===== src/rtl/uart_tx_engine_if.sv =====
// Word handshake between the UART write-FIFO pop logic (master) and the tx engine (slave).
// tx_busy is the only backpressure: the master must not pop while it is high.
interface uart_tx_engine_if;
   logic        tx_ena;
   logic [31:0] tx_data;
   logic        tx_busy;

   modport master (output tx_ena, output tx_data, input tx_busy);
   modport slave  (input tx_ena, input tx_data, output tx_busy);
endinterface


===== src/rtl/uart_tx_engine.sv =====
// 8N1 serialiser for one 32-bit word per handshake, LSB byte first, optional NUL-byte suppression.
// Accepts on tx_ena && !tx_busy; busy for BYTES + 10*CLKS_PER_BIT*(bytes sent) cycles; tx/tx_busy registered.
module uart_tx_engine #(
   parameter int CLKS_PER_BIT = 434,
   parameter int BYTES        = 4,
   parameter int NUL_SKIP     = 1
) (
   input  logic                   clk,
   input  logic                   reset_n,
   uart_tx_engine_if.slave        fifo,
   output logic                   tx
);

   localparam int                 CNT_W     = (CLKS_PER_BIT > 2) ? $clog2(CLKS_PER_BIT) : 1;
   localparam logic [CNT_W-1:0]   BAUD_LAST = CNT_W'(CLKS_PER_BIT - 1);
   localparam logic [1:0]         SLOT_LAST = 2'(BYTES - 1);

   localparam logic [2:0] S_IDLE  = 3'd0;
   localparam logic [2:0] S_LOAD  = 3'd1;
   localparam logic [2:0] S_START = 3'd2;
   localparam logic [2:0] S_DATA  = 3'd3;
   localparam logic [2:0] S_STOP  = 3'd4;

   logic [2:0]       state;
   logic [1:0]       slot;
   logic [CNT_W-1:0] baud;
   logic [2:0]       bit_idx;
   logic [7:0]       shift;
   logic [31:0]      word;
   logic             busy;

   logic [7:0]       slot_byte;
   logic             baud_end;
   logic             skip_slot;

   assign slot_byte    = word[{slot, 3'b000} +: 8];
   assign baud_end     = (baud == BAUD_LAST);
   assign skip_slot    = (NUL_SKIP != 0) && (slot_byte == 8'h00);
   assign fifo.tx_busy = busy;

   // tx is updated on the same edge as the state change so the line never lags the FSM
   always_ff @(posedge clk) begin
      if (!reset_n) begin
         state   <= S_IDLE;
         slot    <= 2'd0;
         baud    <= '0;
         bit_idx <= 3'd0;
         shift   <= 8'h00;
         word    <= 32'h0;
         busy    <= 1'b0;
         tx      <= 1'b1;
      end else begin
         case (state)
            S_IDLE: begin
               tx <= 1'b1;
               if (fifo.tx_ena) begin
                  word  <= fifo.tx_data;
                  slot  <= 2'd0;
                  busy  <= 1'b1;
                  state <= S_LOAD;
               end
            end
            S_LOAD: begin
               if (skip_slot) begin
                  if (slot == SLOT_LAST) begin
                     busy  <= 1'b0;
                     state <= S_IDLE;
                  end else begin
                     slot <= slot + 2'd1;
                  end
               end else begin
                  shift <= slot_byte;
                  baud  <= '0;
                  tx    <= 1'b0;
                  state <= S_START;
               end
            end
            S_START: begin
               if (baud_end) begin
                  baud    <= '0;
                  bit_idx <= 3'd0;
                  tx      <= shift[0];
                  state   <= S_DATA;
               end else begin
                  baud <= baud + 1'b1;
               end
            end
            S_DATA: begin
               if (baud_end) begin
                  baud <= '0;
                  if (bit_idx == 3'd7) begin
                     tx    <= 1'b1;
                     state <= S_STOP;
                  end else begin
                     bit_idx <= bit_idx + 3'd1;
                     shift   <= {1'b0, shift[7:1]};
                     tx      <= shift[1];
                  end
               end else begin
                  baud <= baud + 1'b1;
               end
            end
            S_STOP: begin
               if (baud_end) begin
                  baud <= '0;
                  if (slot == SLOT_LAST) begin
                     busy  <= 1'b0;
                     state <= S_IDLE;
                  end else begin
                     slot  <= slot + 2'd1;
                     state <= S_LOAD;
                  end
               end else begin
                  baud <= baud + 1'b1;
               end
            end
            default: begin
               busy  <= 1'b0;
               tx    <= 1'b1;
               state <= S_IDLE;
            end
         endcase
      end
   end

endmodule

===== src/flat_wrapper.sv =====
// flat-port wrapper written by rule: the top's interface ports become plain ports
module uart_tx_engine_flat 
#(
   parameter int CLKS_PER_BIT = 434,
   parameter int BYTES        = 4,
   parameter int NUL_SKIP     = 1
)
  (clk, reset_n, tx, fifo_tx_ena, fifo_tx_data, fifo_tx_busy);
  uart_tx_engine_if fifo_i ();
  input  logic clk;
  input  logic reset_n;
  output logic tx;
  input wire logic [$bits(fifo_i.tx_ena)-1:0] fifo_tx_ena;
  input wire logic [$bits(fifo_i.tx_data)-1:0] fifo_tx_data;
  output wire logic [$bits(fifo_i.tx_busy)-1:0] fifo_tx_busy;
  assign fifo_i.tx_ena = fifo_tx_ena;
  assign fifo_i.tx_data = fifo_tx_data;
  assign fifo_tx_busy = fifo_i.tx_busy;
  uart_tx_engine #(.CLKS_PER_BIT(CLKS_PER_BIT), .BYTES(BYTES), .NUL_SKIP(NUL_SKIP)) u_core (.clk(clk), .reset_n(reset_n), .fifo(fifo_i), .tx(tx));
endmodule

===== config.mk =====
export PLATFORM = sky130hd
export DESIGN_NAME = uart_tx_engine_flat
export DESIGN_NICKNAME = d
export VERILOG_FILES = /design/src/rtl/uart_tx_engine_if.sv /design/src/rtl/uart_tx_engine.sv /design/src/flat_wrapper.sv
export SDC_FILE = /design/constraint.sdc
export NUM_CORES = 1
export LEC_CHECK = 0
export BUFFER_PORTS_ARGS = -buffer_cell sky130_fd_sc_hd__buf_2
export CAP_MARGIN = 15
export CORE_MARGIN = 5
export CORE_UTILIZATION = 50
export DETAILED_ROUTE_END_ITERATION = 8
export HOLD_SLACK_MARGIN = 0.06
export PLACE_DENSITY = 0.81
export SLEW_MARGIN = 0
export SYNTH_ARGS = -nofsm -noshare
export SYNTH_HDL_FRONTEND = slang
export SYNTH_SLANG_ARGS = --single-unit

===== constraint.sdc =====
create_clock -name clk -period 5.4 [get_ports clk]
set_input_delay 0.81 -clock clk [delete_from_list [all_inputs] [get_ports clk]]
set_output_delay 0.81 -clock clk [all_outputs]
set_load 0.01 [all_outputs]

==> results of run 1 <==
## layer usage
metal	GRT usage (%)	vias up	part of all wire [%]
met3	5.70	11	5.3
li1	-	1276	-
met5	0	-	0
met1	23.3	1168	44
met4	7.08	0	1.6
met2	30.9	79	49
## state kept, by name, indices dropped and copies added, names as in the netlist
signal and count:
u_core.baud 9, u_core.bit_idx 3, u_core.fifo.tx_busy 1, u_core.shift 8, u_core.slot 2, u_core.state 3
u_core.tx 1, u_core.word 32
## worst paths after layout
| path | startpoint | to | slack, ns |
|---|---|---|---|
| max | u_core.state[2] | u_core.state[0] | 2.78 |
| min | u_core.word[24] | u_core.word[24] | 0.45 |
| max reg2reg | u_core.state[2] | u_core.state[0] | 2.78 |
| min reg2reg | u_core.word[24] | u_core.word[24] | 0.45 |
## cell type report
type                            count  share of cell area, %
Clock buffer                       12                   4.68
Multi-Input combinational cell    261                   48.3
Sequential cell                    59                   35.7
Clock inverter                      4                   2.19
Inverter                            3                  0.340
Timing Repair Buffer               39                   6.12
Tap cell                           72                   2.72
## cell families after synthesis
logic type,after synthesis,synth area share [%]
fa+ha+maj,5,2.15
mux,17,9.43
simple gates,147,23.8
buf+inv,29,4.56
flops,59,40.6
compound gates,92,19.5
## power by group through the flow
stage          combinational, mW  clock [mW]  sequential, mW
6_report                   0.263       0.454           0.511
5_1_grt                    0.293       0.486           0.516
4_1_cts                    0.261       0.462           0.511
3_5_place_dp               0.260           0           0.520
3_3_place_gp               0.255           0           0.520
2_1_floorplan              0.221           0           0.504
## synth_stat cells (2+ instances only)
library cell | count | area, sq um
or3_1 | 4 | 25.0
clkbuf_1 | 22 | 82.6
nand2b_1 | 13 | 81.3
a31oi_1 | 4 | 25.0
nand2_1 | 87 | 327
a311oi_2 | 2 | 30.0
a21oi_1 | 47 | 235
ha_1 | 5 | 62.6
and3_1 | 3 | 18.8
inv_1 | 2 | 7.51
o211ai_1 | 9 | 67.6
mux4_2 | 7 | 158
nor4_1 | 2 | 12.5
mux2i_1 | 9 | 90.1
buf_6 | 3 | 33.8
nor2b_1 | 4 | 25.0
nor4b_1 | 2 | 17.5
nand3_1 | 4 | 20.0
o21ai_0 | 11 | 55.1
nor4_2 | 2 | 25.0
nor2_1 | 14 | 52.6
nor3_1 | 3 | 15.0
o21a_1 | 5 | 37.5
dfxtp_1 | 59 | 1180
o22ai_1 | 2 | 12.5
or4b_2 | 2 | 20.0
## worst min-delay path, cell delays in order (launching register included)
cell	delay [ns]
dfxtp_1	0.31
nand2_1	0.05
a21oi_1	0.05
## metrics by stage
stage | total power [mW] | util (%) | area, sq um | std cells
6_report | 1.23 | 59.4 | 3310 | 450
5_1_grt | 1.29 | 59.4 | 3310 | 450
3_3_place_gp | 0.775 | 55.3 | 3080 | 434
4_1_cts | 1.23 | 59.4 | 3310 | 450
3_5_place_dp | 0.780 | 55.3 | 3080 | 434
2_1_floorplan | 0.724 | - | 2910 | 349
==> key figures, run 1 <==
Critical path
  • Slowest CP cell: a2bb2oi_1
  • Crit-path max cell delay: 0.75 ns
  • Buf/Inv on CP: 0
  • Setup Crit Path Kind: reg -> reg
  • Startpoint types: register
  • Cell family with most CP delay: compound AO/OA/AOI/OAI gates
  • WP depth: 5
  • Cell Chain, Critical Path: nor3b_1 -> a2bb2oi_1 -> or3_1 -> a21oi_1 -> o41a_1
  • CP Capture Type: register
  • CP required: 5.61 ns
  • CP max FO: 14
  • R2R cell count: 5
  • CP arrival: 2.83 ns

Clock network
  • CTS Buf Count: 9
  • Post-CTS Setup Inserts: 0
  • # resized after CTS: 0
  • Htree depth: 3
  • Clk_lat worst skew: ~0.33 ns
  • CTS tree: done
  • Clock Path Buffers: 2
  • CTS clk-pin slew, worst paths: 0.06 ns
  • Post-cts hold buffer count: 0
  • Sinks on Clock Net: 59
  • Clk root buf: clkbuf_8

GRT
  • Number of global-route vias before repair: between 2000 and 2500
  • Global route total overflow: 0
  • First-pass GRT wire length: 11100 microns
  • Largest net degree at the start of global routing: 44
  • Initial antenna violation count: 0
  • Total GRT Usage: 18.8%

Detailed routing
  • Initial DRC count: around 260
  • Drt drc: 0
  • Routed vias/inst: 5.63
  • Routed wire per std cell: 14.5 microns
  • WL final: ~6500 microns
  • 1st-pass router iterations: 5
  • Post-DRT Antenna Nets: 0
  • DR vias: 2534

Layout
  • Most common cell after layout, fill and taps aside: nand2_1
  • Area of the multi-input gates: 1600 sq um
  • Antenna cell count: 0
  • NumNets Final: between 400 and 500
  • FILL cells: 477
  • Share of cells above drive strength 1: 18.5%
  • Area growth from synthesis to layout: 13.9%
  • FF+latch area: 1180 sq um
  • Most frequent cells in the layout: nand2_1 (87), dfxtp_1 (59), a21oi_1 (47)

Synthesis
  • Yosys reg bits: 59
  • Top_reg_cell synth: dfxtp_1
  • FFs w/ async S/R, synth: 0%
  • Post-synth EDFFs: 0
  • Syn_area_per_cell: 8.33 sq um
  • Sequential area share after synthesis: 40.6%
  • Library cells used by synthesis: 48
  • Post-Syn Nets: about 400
  • Post-Synthesis Cells: 349
  • Yosys Warn Count: 0
  • Mapped cell area: just under 3000 sq um

Timing
  • RSZ-0062 raised after global routing: false
  • Number of setup violations in the final report: 0
  • Setup TNS: 0 ns
  • Setup ws final: 2.78 ns
  • Final critical-path share of the clock period: 48.5%
  • Tmin final: 2.62 ns
  • Slew @ Worst Pin: 0.824 ns
  • Slew HR: 44.8%
  • Pins Over Slew Limit: 0
  • Final Hold Violating Endpoints: 0
  • Worst hold margin: 0.455 ns
  • Maximum clock rate: 382 MHz
  • Clk_skew: 0.00651 ns

Power
  • Worst VDD drop: approximately 260 uV
  • Seq pwr share: 41.6%
  • Cell Pwr Density: about 370 nW/um^2
  • Comb pwr share: 21.4%
  • Clock power frac: 37.0%
  • Switching power: roughly 360 uW
  • Pint: 866 uW
  • Switching share of power: a little under 30%
  • Leakage: about 1.2 nW

Floorplan
  • # rows: 27
  • Die Span Y: 86.2 microns
  • I/O Pins: 37
  • Die W: 86.2 microns
  • Starting Density: 52.1%
  • Die area: 7440 sq um
  • CORE AREA: 5570 sq um

Flow run
  • MaxCap Viol Count: 0

Placement
  • Post-Place Worst Slack: 2.83 ns
  • I/O Buffers: 36
  • Dpl hpwl: roughly 4600 microns
  • Placer Congestion: roughly 0.9

Outcome
  • Outcome: finished, final reports clean

Min path
  • Hold Path Depth: 2
  • Worst hold path type: reg -> reg
Note: power is estimated with default switching activity, not from simulation.
==> inputs of run 2 (changes only) <==
--- a/config.mk
+++ b/config.mk
@@ -11,7 +11,7 @@
 export CORE_UTILIZATION = 50
 export DETAILED_ROUTE_END_ITERATION = 8
 export HOLD_SLACK_MARGIN = 0.06
-export PLACE_DENSITY = 0.81
+export PLACE_DENSITY = 0.84
 export SLEW_MARGIN = 0
 export SYNTH_ARGS = -nofsm -noshare
 export SYNTH_HDL_FRONTEND = slang
==> constraint.sdc (replaced) <==
create_clock -name clk -period 2.3 [get_ports clk]
set_input_delay 0.345 -clock clk [delete_from_list [all_inputs] [get_ports clk]]
set_output_delay 0.345 -clock clk [all_outputs]
set_load 0.01 [all_outputs]
==> key figures, run 2 (synthesis gave the netlist of run 1 again) <==
Min path
  • Worst hold path type: in -> reg

Layout
  • Max FFs per register: 32
  • Area of the multi-input gates: 1630 sq um
  • Area growth from synthesis to layout: 17.9%
  • Most frequent cells in the layout: nand2_1 (87), dfxtp_1 (58), a21oi_1 (46)
  • NumNets Final: approximately 430
  • Biggest register: u_core.word
  • Util after Layout: 61.5%
  • Most common cell after layout, fill and taps aside: nand2_1
  • Antenna cell count: 0
  • FF+latch area: 1180 sq um
  • FILL cells: about 470
  • Share of cells above drive strength 1: 21.9%
  • Largest regs: u_core.word x32, u_core.baud x9, u_core.shift x8

Clock network
  • Clk root buf: clkbuf_8
  • Clock Path Buffers: 2
  • Post-CTS Setup Inserts: 0
  • CTS clk-pin slew, worst paths: 0.06 ns
  • CTS Buf Count: 9
  • Clk_lat worst skew: 0.34 ns
  • CTS tree: done
  • Htree depth: 3
  • Sinks on Clock Net: 59

Critical path
  • Slowest CP cell: mux4_2
  • Cell Chain, Critical Path: buf_12 -> mux4_2 -> nor4_4 -> nand2_2 -> a211o_4 -> a311oi_2
  • Startpoint types: register
  • CP Capture Type: register
  • CP required: 2.55 ns
  • CP arrival: about 2.4 ns
  • Crit-path max cell delay: 0.55 ns
  • CP max FO: 9
  • Setup Crit Path Kind: reg -> reg

Floorplan
  • # rows: 27
  • Die area: 7440 sq um
  • I/O Pins: 37
  • Starting Density: a little over half
  • Die Span Y: 86.2 microns
  • Die W: 86.2 microns
  • CORE AREA: 5570 sq um

Detailed routing
  • 1st-pass router iterations: 4
  • Drt drc: 0
  • Routed wire per std cell: 14.0 microns
  • WL final: 6460 microns
  • Post-DRT Antenna Nets: 0
  • DR vias: 2591
  • Routed vias/inst: 5.62
  • Initial DRC count: 203

Power
  • Leakage: roughly 1.3 nW
  • Worst VDD drop: 529 uV
  • Cell Pwr Density: 828 nW/um^2

GRT
  • Initial antenna violation count: 0
  • Grt met3 use: 3.33%
  • Number of global-route vias before repair: 2447
  • Largest net degree at the start of global routing: 34
  • Met1 usage: between 20% and 30%
  • Busiest grt layer: met2
  • M2 GR Usage: 32.3%
  • Global route total overflow: 0
  • Total GRT Usage: 18.6%
  • First-pass GRT wire length: 11000 microns

Timing
  • Pins Over Slew Limit: 0
  • Final critical-path share of the clock period: 94.6%
  • RSZ-0062 raised after global routing: false
  • Tmin final: between 2 and 2.5 ns
  • Slew @ Worst Pin: 0.636 ns
  • Final Hold Violating Endpoints: 0
  • Number of setup violations in the final report: 0
  • Setup TNS: 0 ns
  • Maximum clock rate: 460 MHz
  • Slew HR: 57.6%
  • Clk_skew: 0.00730 ns

Placement
  • Placer Congestion: approximately 0.86
  • Dpl hpwl: 4600 microns
  • I/O Buffers: 36

Flow run
  • MaxCap Viol Count: 0

Outcome
  • Outcome: finished, final reports clean
[run 2: metal layers]
layer | share of wire, % | routed length (microns) | vias to the layer above
li1 | - | - | 1301
met1 | 44 | 2820 | 1206
met2 | 50 | 3230 | 75
met3 | 4.5 | 288 | 9
met4 | 1.8 | 114 | 0
met5 | 0 | 0 | -
[run 2: worst max-delay path: cells and delay by family (launching register included)]
family	cells	cell delay (ns)
flip-flops	1	0.35
AND/OR/NAND/NOR	2	0.42
buffers and inverters	1	0.13
AO/OA/AOI/OAI	2	0.64
multiplexers	1	0.55
[run 2: timing repair]
action                     CTS  global route
hold buffers                 0             0
setup endpoints to repair    0             6
resized for setup            0             6
[run 2: metrics by stage]
| step | setup WS, ns | cell area [sq um] | instances | power, mW | hold WS, ns |
|---|---|---|---|---|---|
| final | 0.124 | 3430 | 461 | 2.84 | 0.240 |
| after global routing | 0.0446 | 3430 | 461 | 2.98 | 0.241 |
| after global placement | 0.0708 | 3190 | 447 | 1.84 | 0.439 |
| after floorplan | 0.141 | 2910 | 349 | 1.70 | 0.430 |
| after detailed placement | 0.0330 | 3190 | 447 | 1.86 | 0.443 |
| after CTS | 0.0200 | 3390 | 461 | 2.82 | 0.230 |
[run 2: where the power goes]
part	switching [mW]	internal, mW
Clock	0.391	0.575
Combinational	0.387	0.290
Sequential	0.0757	1.12
[run 2: worst paths after layout]
kind         slack, ns              from  depth (start not counted)         endpoint
min reg2reg       0.45   u_core.word[30]                          2  u_core.word[30]
max               0.12    u_core.slot[1]                          6   u_core.baud[3]
max reg2reg       0.12    u_core.slot[1]                          6   u_core.baud[3]
min               0.24  fifo_tx_data[11]                          3  u_core.word[11]
[run 2: cell type report]
type | instances | share of cell area [%]
well taps | 72 | 2.63
clock inverters | 2 | 1.02
clock buffers | 12 | 4.82
flip-flops and latches | 59 | 34.5
inverters | 3 | 0.329
multi-input cells | 261 | 47.6
repair buffers | 52 | 9.13
